[config.mk]
export PLATFORM = sky130hd
export DESIGN_NAME = bias_accum_stage
export DESIGN_NICKNAME = d
export VERILOG_FILES = /design/src/rtl/bias_accum_stage.sv
export SDC_FILE = /design/constraint.sdc
export NUM_CORES = 2
export LEC_CHECK = 0
export CAP_MARGIN = 20
export CORE_MARGIN = 2
export CORE_UTILIZATION = 25
export CTS_BUF_LIST = sky130_fd_sc_hd__clkbuf_4 sky130_fd_sc_hd__clkbuf_8 sky130_fd_sc_hd__clkbuf_16
export CTS_CLUSTER_SIZE = 24
export DETAILED_ROUTE_END_ITERATION = 16
export PLACE_DENSITY = 0.44
export SYNTH_ARGS = -nofsm -noshare
export SYNTH_HDL_FRONTEND = slang
export SYNTH_SLANG_ARGS = --single-unit
[constraint.sdc]
create_clock -name clk -period 7.8 [get_ports clk]
set_input_delay 1.56 -clock clk [delete_from_list [all_inputs] [get_ports clk]]
set_output_delay 1.56 -clock clk [all_outputs]
set_load 0.02 [all_outputs]
[src/rtl/bias_accum_stage.sv]
// bias_accum_stage
//
// Accumulates N_PASSES partial-sum beats per output vector across N_adder_tree independent
// lanes. It then adds the per-lane bias constant, saturates each lane to DATA_W bits, and can
// clamp negative lanes to zero. The result is held on a valid/ready output register until the
// downstream takes it.
//
// Ports
//   clk         rising-edge clock
//   rst         synchronous active-high reset
//   bias        constant bias bus, lane i at [DATA_W*(i+1)-1 : DATA_W*i]
//   psum_data   partial-sum beat, same lane packing
//   psum_valid  psum_data valid
//   psum_ready  stage accepts a psum beat this cycle
//   out_data    biased, saturated (optionally ReLU'd) result, same lane packing
//   out_valid   out_data valid
//   out_ready   downstream accepts out_data
//   pass_cnt    beats accepted for the vector in progress (debug)

module bias_accum_stage #(
    parameter int N_adder_tree = 16,
    parameter int DATA_W       = 18,
    parameter int ACC_W        = 24,
    parameter int N_PASSES     = 4,
    parameter int RELU_EN      = 1
) (
    input  logic                           clk,
    input  logic                           rst,
    input  logic [N_adder_tree*DATA_W-1:0] bias,
    input  logic [N_adder_tree*DATA_W-1:0] psum_data,
    input  logic                           psum_valid,
    output logic                           psum_ready,
    output logic [N_adder_tree*DATA_W-1:0] out_data,
    output logic                           out_valid,
    input  logic                           out_ready,
    output logic [$clog2(N_PASSES):0]      pass_cnt
);

    localparam int CNT_W = $clog2(N_PASSES) + 1;

    // Output range of a DATA_W two's-complement lane, widened to the accumulator width.
    localparam logic signed [ACC_W-1:0] SAT_MAX =
        {{(ACC_W-DATA_W+1){1'b0}}, {(DATA_W-1){1'b1}}};
    localparam logic signed [ACC_W-1:0] SAT_MIN =
        {{(ACC_W-DATA_W+1){1'b1}}, {(DATA_W-1){1'b0}}};

    typedef enum logic [1:0] {
        StAccum,
        StBias,
        StSat,
        StHold
    } state_t;

    state_t                           r_state;
    logic                             r_psum_ready;
    logic                             r_out_valid;
    logic [N_adder_tree*DATA_W-1:0]   r_out_data;
    logic [CNT_W-1:0]                 r_pass_cnt;
    logic signed [ACC_W-1:0]          r_acc [N_adder_tree];

    logic                             w_accept;
    logic                             w_last_pass;
    logic signed [DATA_W-1:0]         w_psum_lane [N_adder_tree];
    logic signed [DATA_W-1:0]         w_bias_lane [N_adder_tree];
    logic signed [ACC_W-1:0]          w_psum_ext  [N_adder_tree];
    logic signed [ACC_W-1:0]          w_bias_ext  [N_adder_tree];
    logic signed [DATA_W-1:0]         w_sat       [N_adder_tree];
    logic [N_adder_tree*DATA_W-1:0]   w_result;

    assign w_accept    = psum_valid & r_psum_ready;
    assign w_last_pass = (r_pass_cnt == CNT_W'(N_PASSES - 1));

    // Lane unpacking, sign extension and saturation / ReLU of the current accumulator.
    always_comb begin
        w_result = '0;
        for (int l = 0; l < N_adder_tree; l++) begin
            w_psum_lane[l] = psum_data[l*DATA_W +: DATA_W];
            w_bias_lane[l] = bias[l*DATA_W +: DATA_W];
            w_psum_ext[l]  = ACC_W'(w_psum_lane[l]);
            w_bias_ext[l]  = ACC_W'(w_bias_lane[l]);

            if (r_acc[l] > SAT_MAX) begin
                w_sat[l] = SAT_MAX[DATA_W-1:0];
            end else if (r_acc[l] < SAT_MIN) begin
                w_sat[l] = SAT_MIN[DATA_W-1:0];
            end else begin
                w_sat[l] = r_acc[l][DATA_W-1:0];
            end

            if ((RELU_EN != 0) && w_sat[l][DATA_W-1]) begin
                w_result[l*DATA_W +: DATA_W] = '0;
            end else begin
                w_result[l*DATA_W +: DATA_W] = w_sat[l];
            end
        end
    end

    always_ff @(posedge clk) begin
        if (rst) begin
            r_state      <= StAccum;
            r_psum_ready <= 1'b0;
            r_out_valid  <= 1'b0;
            r_out_data   <= '0;
            r_pass_cnt   <= '0;
            for (int l = 0; l < N_adder_tree; l++) begin
                r_acc[l] <= '0;
            end
        end else begin
            case (r_state)
                StAccum: begin
                    r_psum_ready <= 1'b1;
                    if (w_accept) begin
                        for (int l = 0; l < N_adder_tree; l++) begin
                            // First beat overwrites, so no explicit clear between vectors.
                            if (r_pass_cnt == '0) begin
                                r_acc[l] <= w_psum_ext[l];
                            end else begin
                                r_acc[l] <= r_acc[l] + w_psum_ext[l];
                            end
                        end
                        r_pass_cnt <= r_pass_cnt + CNT_W'(1);
                        if (w_last_pass) begin
                            r_psum_ready <= 1'b0;
                            r_state      <= StBias;
                        end
                    end
                end
                StBias: begin
                    for (int l = 0; l < N_adder_tree; l++) begin
                        r_acc[l] <= r_acc[l] + w_bias_ext[l];
                    end
                    r_state <= StSat;
                end
                StSat: begin
                    r_out_data  <= w_result;
                    r_out_valid <= 1'b1;
                    r_pass_cnt  <= '0;
                    r_state     <= StHold;
                end
                StHold: begin
                    if (out_ready) begin
                        r_out_valid  <= 1'b0;
                        r_psum_ready <= 1'b1;
                        r_state      <= StAccum;
                    end
                end
                default: begin
                    r_state <= StAccum;
                end
            endcase
        end
    end

    assign psum_ready = r_psum_ready;
    assign out_valid  = r_out_valid;
    assign out_data   = r_out_data;
    assign pass_cnt   = r_pass_cnt;

endmodule

==> results.md <==
- Final WL: 267000 microns
- Root buf cell: clkbuf_16
- Mapped Avg Cell Area: about 8.2 sq um
- Clk pwr share: about 30%
- Final nets: ~10000
- Number of clock sinks: around 660
- Global route overflow: 0
- Hold Buf Count CTS: 0
- Port Buf Inserts: 856
- CP bufs+invs: 2
- RSZ-0062 raised after global routing: no
- Total setup buffers inserted after CTS: 0
- Vias in the first global route: 59000
- Final hold vios: 0
- Detail Route Antenna Nets: 0
- Flops & latches, synth: 663
- Global Route Usage Sum: 20.2%
- P_int: 10.0 mW
- Max-slew violation count: 0
- Combinational share of power: 41.8%
- Post-route minimum period: 5.27 ns
- PostCTS Resize Cnt: 0
- Core Area: 0.249 sq mm
- Share of total power in sequential cells: roughly 28%
- HPWL Detailed: just over 200000 microns
- Most frequent cells after synthesis: 1195 x nor2_1, 856 x a21oi_1, 743 x ha_1
- Crit path max-delay cell type: nor2_2
- # rows: 183
- Max Cap Viol: 0
- Gpl congestion: around 0.9
- Final instance area: about 0.08 sq mm
- DRT Pass-1 Iters: 5
- Die Ht: approximately 500 microns
- Synth Instances: roughly 7700
- Setup_tns: 0 ns
- Iteration-0 DRC Markers: ~3700
- H-tree Lvls: 3
- Clk_skew: 0.0462 ns
- Main flop type after synthesis: edfxtp_1
- Maximum vdd ir drop: approximately 0.17 mV
- PD cells: 210 mW/mm^2
- Layout area overhead: 25.3%
- Starting Density: 25.2%
- Num ports: about 870
- Post-synth top area share: 18.4%
- First-pass GRT wire length: 392000 microns
- Synth cell types: 100
- Num CTS Buffers: 100
- Tot Pwr: between 15 and 20 mW
- WL/cell: ~23 microns
- LEAKAGE: about 32 nW
- Endpoints failing setup: 0
- Max Fanout on Critical Path: 50
- Yosys warns: 0
- Synthesized cell area: 0.0626 sq mm
- Area of the die: between 0.2 and 0.3 sq mm
- Final period utilization: 67.6%
- Asr flop ratio synth: 0%
- Slew HR: between 20% and 30%
- Filler cell count: roughly 26000
- Remaining DRCs: 0
- Slew of the pin with the lowest slew margin: about 1.1 ns
- Clock transition at the registers of the reported paths: about 0.050 ns
- Switching power: ~6.5 mW
- WS Path Type: in -> reg
- Drt via density: 5.09
- Worst path max stage delay: ~0.96 ns
- Outcome: finished clean
- Hold_ws: between 0.4 and 0.5 ns
- Die X: about 500 microns
- CTS tree: done
- Crit end category: flip-flop
- Max Clk Rate: ~190 MHz
- HP Class: reg -> reg
- Sequential share of the synthesized area: a little over a quarter
- Critical Path RT: 8.37 ns
- Antenna violations before repair: 88
- Critical Path, Cell by Cell: clkdlybuf4s50_1, nand3_1, nor2_2, nand2_4, nor2_4, buf_4, nand2_1, o21ai_0, a21oi_1, o211ai_1
- Setup crit start kind: input pin
- Fin util: a little under a third
- Count leader, synth: nor2_1
- DR vias: approximately 60000
- CP top delay family: simple AND/OR/NAND/NOR gates
- FF/Latch Area: 0.0171 sq mm
- Most area-hungry cell type in the Yosys netlist: edfxtp_1
- Critical path arrival: roughly 5.9 ns
- Share of cells above drive strength 1: around 3.7%
- Worst-Skew Late Latency: 0.78 ns
- Clk buf depth: 3
- Dpl cell area: 0.0748 sq mm
- Switching Share: between 30% and 40%
- Number of flops mapped to enable cells by yosys: 384
- Largest cells by area after synthesis: edfxtp_1 18%, ha_1 15%, dfxtp_1 8.9%
- Footprint of the multi-input gates: 0.0436 sq mm
- Largest net degree at the start of global routing: 156
-- final timing paths --
check                                from                          to  slack (ns)  cells past startpoint
hold / removal     out_valid$_SDFFE_PP0P_      out_valid$_SDFFE_PP0P_        0.49                      2
setup reg to reg  r_state[0]$_SDFFE_PP0P_  r_acc[0][46]$_SDFFCE_PN0P_        2.86                     11
setup / recovery               psum_valid  r_acc[0][46]$_SDFFCE_PN0P_        2.53                     10
hold reg to reg    out_valid$_SDFFE_PP0P_      out_valid$_SDFFE_PP0P_        0.49                      2
-- sequential cells by signal, summed over array words and instances (netlist names) --
name,flops
out_data,272
psum_ready,1
out_valid,1
pass_cnt,3
r_acc,384
r_state,2
-- cells by family after synthesis --
| group | share of synthesized area, % |
|---|---|
| AND/OR/NAND/NOR | 17.5 |
| AO/OA/AOI/OAI | 24.6 |
| adder cells (fa/ha/maj) | 15.9 |
| flip-flops | 27.3 |
| XOR/XNOR | 8.28 |
| buffers and inverters | 3.38 |
| multiplexers | 3.04 |
| other | 0.00599 |
-- per-stage QoR --
step / std cells / worst slack (ns)
finish: 11800 / 2.53
global route: 11800 / 2.13
CTS: 11800 / 2.24
detailed placement: 11600 / 1.39
global placement: 11600 / 1.48
floorplan: 7666 / 1.52
-- worst register-to-register path, cell delays in order, from the launching register on --
cell      delay (ns)
dfxtp_1         0.36
inv_1           0.14
ha_1            0.41
nand3_1         0.63
nor2_2          0.97
nand2_4         0.67
nor2_4          0.50
buf_4           0.46
nand2_1         0.32
o21ai_0         0.13
a21oi_1         0.06
o211ai_1        0.13
-- per-layer routing --
metal,GRT usage (%),up-vias,wire length (microns)
li1,-,29600,-
met1,26.5,28500,123000
met2,32.9,1466,121000
met3,5.15,352,17000
met4,4.71,110,5980
met5,0,-,723
-- layout make-up --
type / count / share of cell area (%)
flip-flops and latches: 663 / 21.8
repair buffers: 908 / 11.6
clock buffers: 150 / 4.02
inverters: 235 / 1.13
multi-input cells: 6459 / 55.6
diodes: 22 / 0.0702
clock inverters: 39 / 0.504
well taps: 3330 / 5.31
-- power by group through the flow --
stage | sequential [mW] | combinational (mW) | clock (mW)
after floorplan | 4.45 | 5.10 | 0
after global placement | 4.71 | 6.80 | 0
after detailed placement | 4.70 | 6.85 | 0
after CTS | 4.63 | 6.90 | 5.15
after global routing | 4.68 | 7.70 | 5.24
final | 4.63 | 6.89 | 4.97
-- cells in the final DEF (no fill, tap or decap), types with 246 or more instances in the layout --
master / count
a21o_1: 295
a21oi_1: 856
clkdlybuf4s50_1: 855
dfxtp_1: 279
edfxtp_1: 384
ha_1: 741
nand2_1: 415
nor2_1: 1187
xnor2_1: 346
xor2_1: 246
Power figures use the tool's default switching activity.
